**config.mk**
```make
export PLATFORM = sky130hd
export DESIGN_NAME = ram_arbiter
export DESIGN_NICKNAME = d
export VERILOG_FILES = /design/src/rtl/ram_arbiter_pkg.sv /design/src/rtl/ram_arbiter.sv
export SDC_FILE = /design/constraint.sdc
export NUM_CORES = 1
export LEC_CHECK = 0
export CAP_MARGIN = 15
export CORE_MARGIN = 5
export CORE_UTILIZATION = 40
export DETAILED_ROUTE_END_ITERATION = 10
export PLACE_DENSITY = 0.84
export SLEW_MARGIN = 25
export SYNTH_ARGS = -nofsm -noshare
export SYNTH_HDL_FRONTEND = slang
export SYNTH_SLANG_ARGS = --single-unit
```
**constraint.sdc**
```tcl
create_clock -name clk -period 2.5 [get_ports clk]
set_input_delay 0.5 -clock clk [delete_from_list [all_inputs] [get_ports clk]]
set_output_delay 0.5 -clock clk [all_outputs]
set_load 0.1 [all_outputs]
```
**src/rtl/ram_arbiter_pkg.sv**
```systemverilog
// Shared types and widths for the SRAM port arbiter.
package ram_arbiter_pkg;

  localparam int ADDR_W = 18;
  localparam int DATA_W = 16;

  typedef enum logic [1:0] {
    ST_IDLE = 2'd0,
    ST_BUSY = 2'd1,
    ST_GAP  = 2'd2
  } state_t;

  typedef enum logic [1:0] {
    OWN_NONE = 2'd0,
    OWN_BOOT = 2'd1,
    OWN_IF   = 2'd2,
    OWN_MEM  = 2'd3
  } owner_t;

endpackage

```
**src/rtl/ram_arbiter.sv**
```systemverilog
// Arbiter sharing one SRAM controller port between the bootloader, CPU
// instruction fetch and CPU data access. One transfer in flight at a time;
// every transfer is followed by a one-cycle gap before the next grant.
module ram_arbiter
  import ram_arbiter_pkg::*;
#(
  parameter int MEM_STREAK_MAX = 4,
  parameter int TIMEOUT_CYCLES = 255
) (
  input  logic              clk,
  input  logic              rst,
  input  logic              boot_done,
  input  logic              boot_need_to_work,
  input  logic [ADDR_W-1:0] boot_addr,
  input  logic [DATA_W-1:0] boot_data,
  output logic              boot_work_done,
  input  logic              if_need_to_work,
  input  logic [ADDR_W-1:0] if_addr,
  output logic              if_work_done,
  input  logic              mem_need_to_work,
  input  logic              mem_we,
  input  logic [ADDR_W-1:0] mem_addr,
  input  logic [DATA_W-1:0] mem_wdata,
  output logic              mem_work_done,
  output logic [DATA_W-1:0] rdata_out,
  output logic              ram_need_to_work,
  output logic              ram_we,
  output logic [ADDR_W-1:0] ram_addr_out,
  output logic [DATA_W-1:0] ram_data_out,
  input  logic [DATA_W-1:0] ram_data_in,
  input  logic              ram_work_done,
  output logic              timeout_err
);

  localparam logic [7:0] STREAK_MAX = 8'(MEM_STREAK_MAX);
  localparam logic [7:0] TO_LAST    = 8'(TIMEOUT_CYCLES - 1);

  state_t     state, state_nxt;
  owner_t     owner, grant;
  logic [7:0] streak;
  logic [7:0] tcnt;
  logic       busy_done, busy_to, owner_reads;

  // Streak counter never wraps: it parks at the limit until IF is served.
  function automatic logic [7:0] sat_inc(input logic [7:0] v);
    return (v == STREAK_MAX) ? v : v + 8'd1;
  endfunction

  // Completion wins over an expiring timeout in the same cycle.
  assign busy_done   = (state == ST_BUSY) && ram_work_done;
  assign busy_to     = (state == ST_BUSY) && !ram_work_done && (tcnt == TO_LAST);
  assign owner_reads = (owner == OWN_IF) || ((owner == OWN_MEM) && !ram_we);

  // Grant selection: boot alone before boot_done, then MEM over IF unless IF has waited out a full MEM streak.
  always_comb begin
    grant = OWN_NONE;
    if (!boot_done) begin
      if (boot_need_to_work) grant = OWN_BOOT;
    end else if (if_need_to_work && (!mem_need_to_work || streak == STREAK_MAX)) begin
      grant = OWN_IF;
    end else if (mem_need_to_work) begin
      grant = OWN_MEM;
    end
  end

  // Next-state logic for the IDLE -> BUSY -> GAP transfer cycle.
  always_comb begin
    state_nxt = state;
    case (state)
      ST_IDLE: if (grant != OWN_NONE) state_nxt = ST_BUSY;
      ST_BUSY: if (busy_done || busy_to) state_nxt = ST_GAP;
      ST_GAP:  state_nxt = ST_IDLE;
      default: state_nxt = ST_IDLE;
    endcase
  end

  // State register.
  always_ff @(posedge clk or negedge rst) begin
    if (!rst) state <= ST_IDLE;
    else      state <= state_nxt;
  end

  // Transfer registers: capture the owner's request at grant, hold it while busy, issue done pulses and read data.
  always_ff @(posedge clk or negedge rst) begin
    if (!rst) begin
      owner            <= OWN_NONE;
      streak           <= '0;
      tcnt             <= '0;
      ram_need_to_work <= 1'b0;
      ram_we           <= 1'b0;
      ram_addr_out     <= '0;
      ram_data_out     <= '0;
      rdata_out        <= '0;
      boot_work_done   <= 1'b0;
      if_work_done     <= 1'b0;
      mem_work_done    <= 1'b0;
      timeout_err      <= 1'b0;
    end else begin
      boot_work_done <= 1'b0;
      if_work_done   <= 1'b0;
      mem_work_done  <= 1'b0;
      timeout_err    <= 1'b0;
      if (!if_need_to_work) streak <= '0;

      if (state == ST_IDLE && grant != OWN_NONE) begin
        owner            <= grant;
        ram_need_to_work <= 1'b1;
        tcnt             <= '0;
        case (grant)
          OWN_BOOT: begin
            ram_addr_out <= boot_addr;
            ram_data_out <= boot_data;
            ram_we       <= 1'b1;
          end
          OWN_IF: begin
            ram_addr_out <= if_addr;
            ram_data_out <= '0;
            ram_we       <= 1'b0;
            streak       <= '0;
          end
          OWN_MEM: begin
            ram_addr_out <= mem_addr;
            ram_data_out <= mem_wdata;
            ram_we       <= mem_we;
            if (if_need_to_work) streak <= sat_inc(streak);
          end
          default: ;
        endcase
      end

      if (busy_done || busy_to) begin
        ram_need_to_work <= 1'b0;
        case (owner)
          OWN_BOOT: boot_work_done <= 1'b1;
          OWN_IF:   if_work_done   <= 1'b1;
          OWN_MEM:  mem_work_done  <= 1'b1;
          default: ;
        endcase
        if (busy_to) begin
          timeout_err <= 1'b1;
          rdata_out   <= '0;
        end else if (owner_reads) begin
          rdata_out <= ram_data_in;
        end
      end else if (state == ST_BUSY) begin
        tcnt <= tcnt + 8'd1;
      end
    end
  end

endmodule

```
# == Word-level counts from Yosys, hierarchy flattened ==
# Index checks and enable logic that the tools add are counted.
# op_classes
add_sub_neg,2
multipliers,0
n_div,0
order_cmp,0
n_eq_ne,12
shift,0
n_mux,30
bitwise_logic,0
reduce_logical,20
# ops
operator,n
8-bit two-way mux,7
18-bit case mux with 3 select lines,1
16-bit case mux with 3 select lines,1
16-bit two-way mux,2
"8-bit by 1-bit adder with 8-bit output, second input constant",2
8-bit case mux with 2 select lines,1
1-bit two-way mux,11
2-bit two-way mux,5
"2-bit == test, second input constant",4
"8-bit by 3-bit == test with 1-bit output, second input constant",1
"8-bit == test, second input constant",1
"2-bit by 1-bit == test with 1-bit output, second input constant",3
1-bit logical AND,6
2-bit AND reduction,3
2-bit nonzero test,3
"4-bit != test, second input constant",1
2-bit case mux with 2 select lines,1
1-bit logical NOT,3
1-bit logical OR,3
1-bit case mux with 3 select lines,1
3-bit nonzero test,1
2-bit logical NOT,1
"2-bit by 1-bit != test with 1-bit output, second input constant",1
"2-bit != test, second input constant",1
# word_totals
ff_bits,76
latch_bits,0
ram_bits,0
rom_bits,0
inputBits,110
out_inout_bits,56
n_memories,0

# == Depth between registers and ports, before layout ==
# depth
word_depth,10
ltp_mapped,8
ltp_nobuf,7

# == Least setup slack after synthesis ==
# OpenSTA, ideal clock, no wires.
# synth_timing
path_kind,register to register
startpoint,register ram_we
endpoint,register rdata_out[10]
setup_ns,0.079
arrival_time_ns,1.893
slack_ns,0.528
stages_incl_launch_ff,5
n_path_buf,1
period_less_slack_ns,1.972
cell_sequence,dfrtp_1 a21oi_1 o21ai_2 buf_4 mux2i_1
# synth_via
elab_chain_cells,5
# synth_lines
element,line,text
"start, declared",ram_arbiter.sv:27,"output logic ram_we,"
"start signal, assigned",ram_arbiter.sv:124,ram_we <= mem_we;
1-bit logical NOT,ram_arbiter.sv:52,assign owner_reads = (owner == OWN_IF) || ((owner == OWN_MEM) && !ram_we);
1-bit logical AND,ram_arbiter.sv:52,
1-bit logical OR,ram_arbiter.sv:52,
2-bit nonzero test (no line),n/a,
2-bit AND reduction (no line),n/a,
"end signal, assigned",ram_arbiter.sv:143,rdata_out <= ram_data_in;
"end, declared",ram_arbiter.sv:25,"output logic [DATA_W-1:0] rdata_out,"
# Every way passes these cells.
# A chain may end at the register's enable or synchronous reset.

# == Final worst setup path ==
# layout_timing
startpoint,input port ram_work_done
endpoint,register rdata_out[9]
# layout_via
elab_chain_cells,5
elab_cells_between_ends,8
# layout_lines
element,line,text
"start, declared",ram_arbiter.sv:31,"input logic ram_work_done,"
1-bit logical NOT,ram_arbiter.sv:51,assign busy_to = (state == ST_BUSY) && !ram_work_done && (tcnt == TO_LAST);
1-bit logical AND (2 in a row),ram_arbiter.sv:51,
2-bit nonzero test (no line) or 1-bit logical OR (tied branches),n/a,
2-bit AND reduction (no line),n/a,
# Parallel ways exist; a longest one is shown, timed or not.

==> impl_results.md <==
- Status: finished, final reports clean
- Comb power frac: 63.5%
- Syn avg cell area: between 9 and 10 µm²
- Die H: 106 µm
- IO Count: 166
- Vias in the first global route: 3691
- CTS Buf Count: 9
- Worst skew pair latency: 0.33 ns
- Rel. slew slack: 29.7%
- Pre-CTS setup slack: -0.0561 ns
- Post-Syn Area: 3710 µm²
- CP required: 2.74 ns
- Postcts setup bufs: 0
- DP Area: 5380 µm²
- Seq pwr share: approximately 25%
- Ant diodes: 0
- Leading cell type in the layout, fill and taps excluded: clkdlybuf4s50_1
- Clk sink count: 76
- CP endpoint: rdata_out[9]
- Starting DRT DRC Count: 184
- Crit-path leading delay family: compound AO/OA/AOI/OAI gates
- Lkg Pwr: ~2.6 nW
- Global route total overflow: 0
- RSZ-0062 raised after global routing: false
- Worst Path Max Fanout: 16
- Worst slew pin tran: 1.05 ns
- Final Skew: between 0.007 and 0.008 ns
- CTS tree: yes
- Crit path buf inv count: 1
- Fill cells: 799
- Sw frac: 58.7%
- CP Depth: 5
- Final wirelength: 10900 µm
- EDFF count, synth: 0
- DP Cell Count: 653
- Distinct cells, synth: 45
- Power share of the clock group: 11.8%
- Most frequent cells in the layout: clkdlybuf4s50_1 (108), dfrtp_1 (76), buf_4 (68)
- Reg clk slew, reported paths: roughly 0.08 ns
- Initial core utilization: 40.6%
- Register area share after synthesis: 51.2%
- Via Count: between 3000 and 4000
- Worst EP arrival: 2.45 ns
- Total Routing Usage GR: 19.7%
- #FFs+latches synth: 76
- Reg-to-Reg End: rdata_out[9]
- Core area: a little over 9000 µm²
- Crit path from: ram_work_done
- # hold bufs at CTS: 0
- Critical path launch point type: input port
- Clock tree buffer depth: 2
- Maximum vdd drop: 942 µV
- First-pass GRT wire length: about 18000 µm
- Internal cell power: 3.32 mW
- Row cnt: 35
- Tmin final: 2.20 ns
- Post-route setup slack: 0.296 ns
- Primary FF master, synth: dfrtp_1
- FFs w/ async S/R, synth: 100%
- H-tree depth: 3
- Warnings, synthesis: 0
- Final Core Density: 61.0%
- Nets: 667
- Finished Cell Area: 5590 µm²
- # DRC: 0
- Worst setup path class: in2reg
- Pwr Density: 1440 nW/µm²
- Worst path slowest cell: o21ai_2
- Total power: about 8 mW
- Routability cong.: 0.810
- Final Non-Filler Cells: 669
- Die X: 106 µm
- Worst path cell trace: clkdlybuf4s50_1, nand4b_1, nor3_1, o21ai_2, mux2i_1
- Layout cell share with drive strength beyond 1: 17.0%
- Net Count, Synth: 501
- Sw Pwr: 4.70 mW
- R2R setup slack: 0.35 ns
- MaxCap Viol Count: 0
- Via density: 5.33
- Routed len/inst: 16.3 µm
- Final setup violation count: 0
- Largest net degree at the start of global routing: 43
- Reg-to-Reg Start: tcnt[0]
- Die Area: roughly 11000 µm²
- CP Capture Type: flop
- Hold Crit Class: in2async
- Cts repair resizes: 0
- Share of the synthesized area in the top cell type: 51.2%
- Final hold vios: 0
- Post-DP HPWL: 8300 µm
- DRT Pass-1 Iters: 4
- Top cells by area, synth: dfrtp_1 (51%), nor2_1 (5.8%), mux2i_1 (4.3%)
- R2R depth: 6
- Root Driver: clkbuf_8
- Fmax achieved: 454 MHz
- Initial antenna violation count: 0
- Layout area overhead: 50.5%
- Final worst path period share: ~88%
- PortBufs: 165
- Syn Inst Count: between 300 and 400
- Crit-path max cell delay: about 0.84 ns
- Final slew viol count: 0
- Post-route ant nets: 0
- Leading area contributor after synthesis: dfrtp_1
-- metal layers --
metal,GRT usage [%],vias up,routed length [µm]
met5,0,-,0
met1,24.8,1686,4520
met2,33.0,151,5260
li1,-,1714,-
met4,6.38,0,186
met3,5.10,16,916
-- cells by family after synthesis --
logic type               Yosys count  share of synthesized area (%)
multiplexers                      16                           4.31
flip-flops                        76                           51.2
AND/OR/NAND/NOR                  148                           18.7
adder cells (fa/ha/maj)            4                           1.35
buffers and inverters             50                           5.93
AO/OA/AOI/OAI                     93                           18.5
-- cell type report --
class                           instances  area (µm²)  share of cell area (%)
Sequential cell                        76        1900                    34.1
Timing Repair Buffer                  178        1630                    29.2
Multi-Input combinational cell        261        1610                    28.8
Clock buffer                           12         155                    2.78
Tap cell                              111         139                    2.49
Inverter                               27         101                    1.81
Clock inverter                          4        47.5                   0.851
-- sequential cells by signal (all words and copies together) (netlist names) --
| register | cells |
|---|---|
| boot_work_done | 1 |
| if_work_done | 1 |
| mem_work_done | 1 |
| owner | 2 |
| ram_addr_out | 18 |
| ram_data_out | 16 |
| ram_need_to_work | 1 |
| ram_we | 1 |
| rdata_out | 16 |
| state | 2 |
| streak | 8 |
| tcnt | 8 |
| timeout_err | 1 |
-- power groups by stage --
stage / clock [mW] / combinational (mW) / sequential [mW]
final: 0.950 / 5.09 / 1.98
after detailed placement: 0 / 5.12 / 2.00
after global routing: 1.03 / 5.31 / 2.05
after CTS: 0.979 / 5.12 / 1.98
after global placement: 0 / 5.07 / 1.98
after floorplan: 0 / 0.821 / 5.03
-- worst min-delay path by stage --
| stage | endpoint | slack, ns | cells after the start |
|---|---|---|---|
| 2_1_floorplan | boot_work_done | 0.20 | 0 |
| 3_3_place_gp | streak[7] | 0.47 | 1 |
| 3_5_place_dp | streak[7] | 0.49 | 1 |
| 4_1_cts | rdata_out[15] | 0.14 | 1 |
| 5_1_grt | rdata_out[15] | 0.15 | 1 |
| 6_report | rdata_out[15] | 0.13 | 1 |
-- synth_stat cells, types with 2 or more instances --
| master | number |
|---|---|
| nor3_1 | 4 |
| o21ai_1 | 3 |
| a22oi_1 | 14 |
| dfrtp_1 | 76 |
| nand2_1 | 32 |
| and3_1 | 8 |
| o21a_1 | 3 |
| nand2b_1 | 4 |
| nor2b_1 | 2 |
| mux2i_1 | 16 |
| nand3_1 | 31 |
| nor3b_1 | 2 |
| a41oi_1 | 2 |
| a31oi_1 | 21 |
| a221oi_1 | 18 |
| inv_1 | 27 |
| o311ai_0 | 2 |
| o21ai_0 | 7 |
| nor2_1 | 57 |
| ha_1 | 4 |
| a211o_1 | 4 |
| a21oi_1 | 9 |
| clkbuf_1 | 7 |
| buf_4 | 3 |
| buf_2 | 11 |
-- stage by stage --
step,setup TNS (ns),hold WS [ns]
2_1_floorplan,0,0.204
4_1_cts,0,0.138
3_3_place_gp,0,0.468
5_1_grt,0,0.152
3_5_place_dp,-0.352,0.487
6_report,0,0.132
Power figures use the tool's default switching activity.
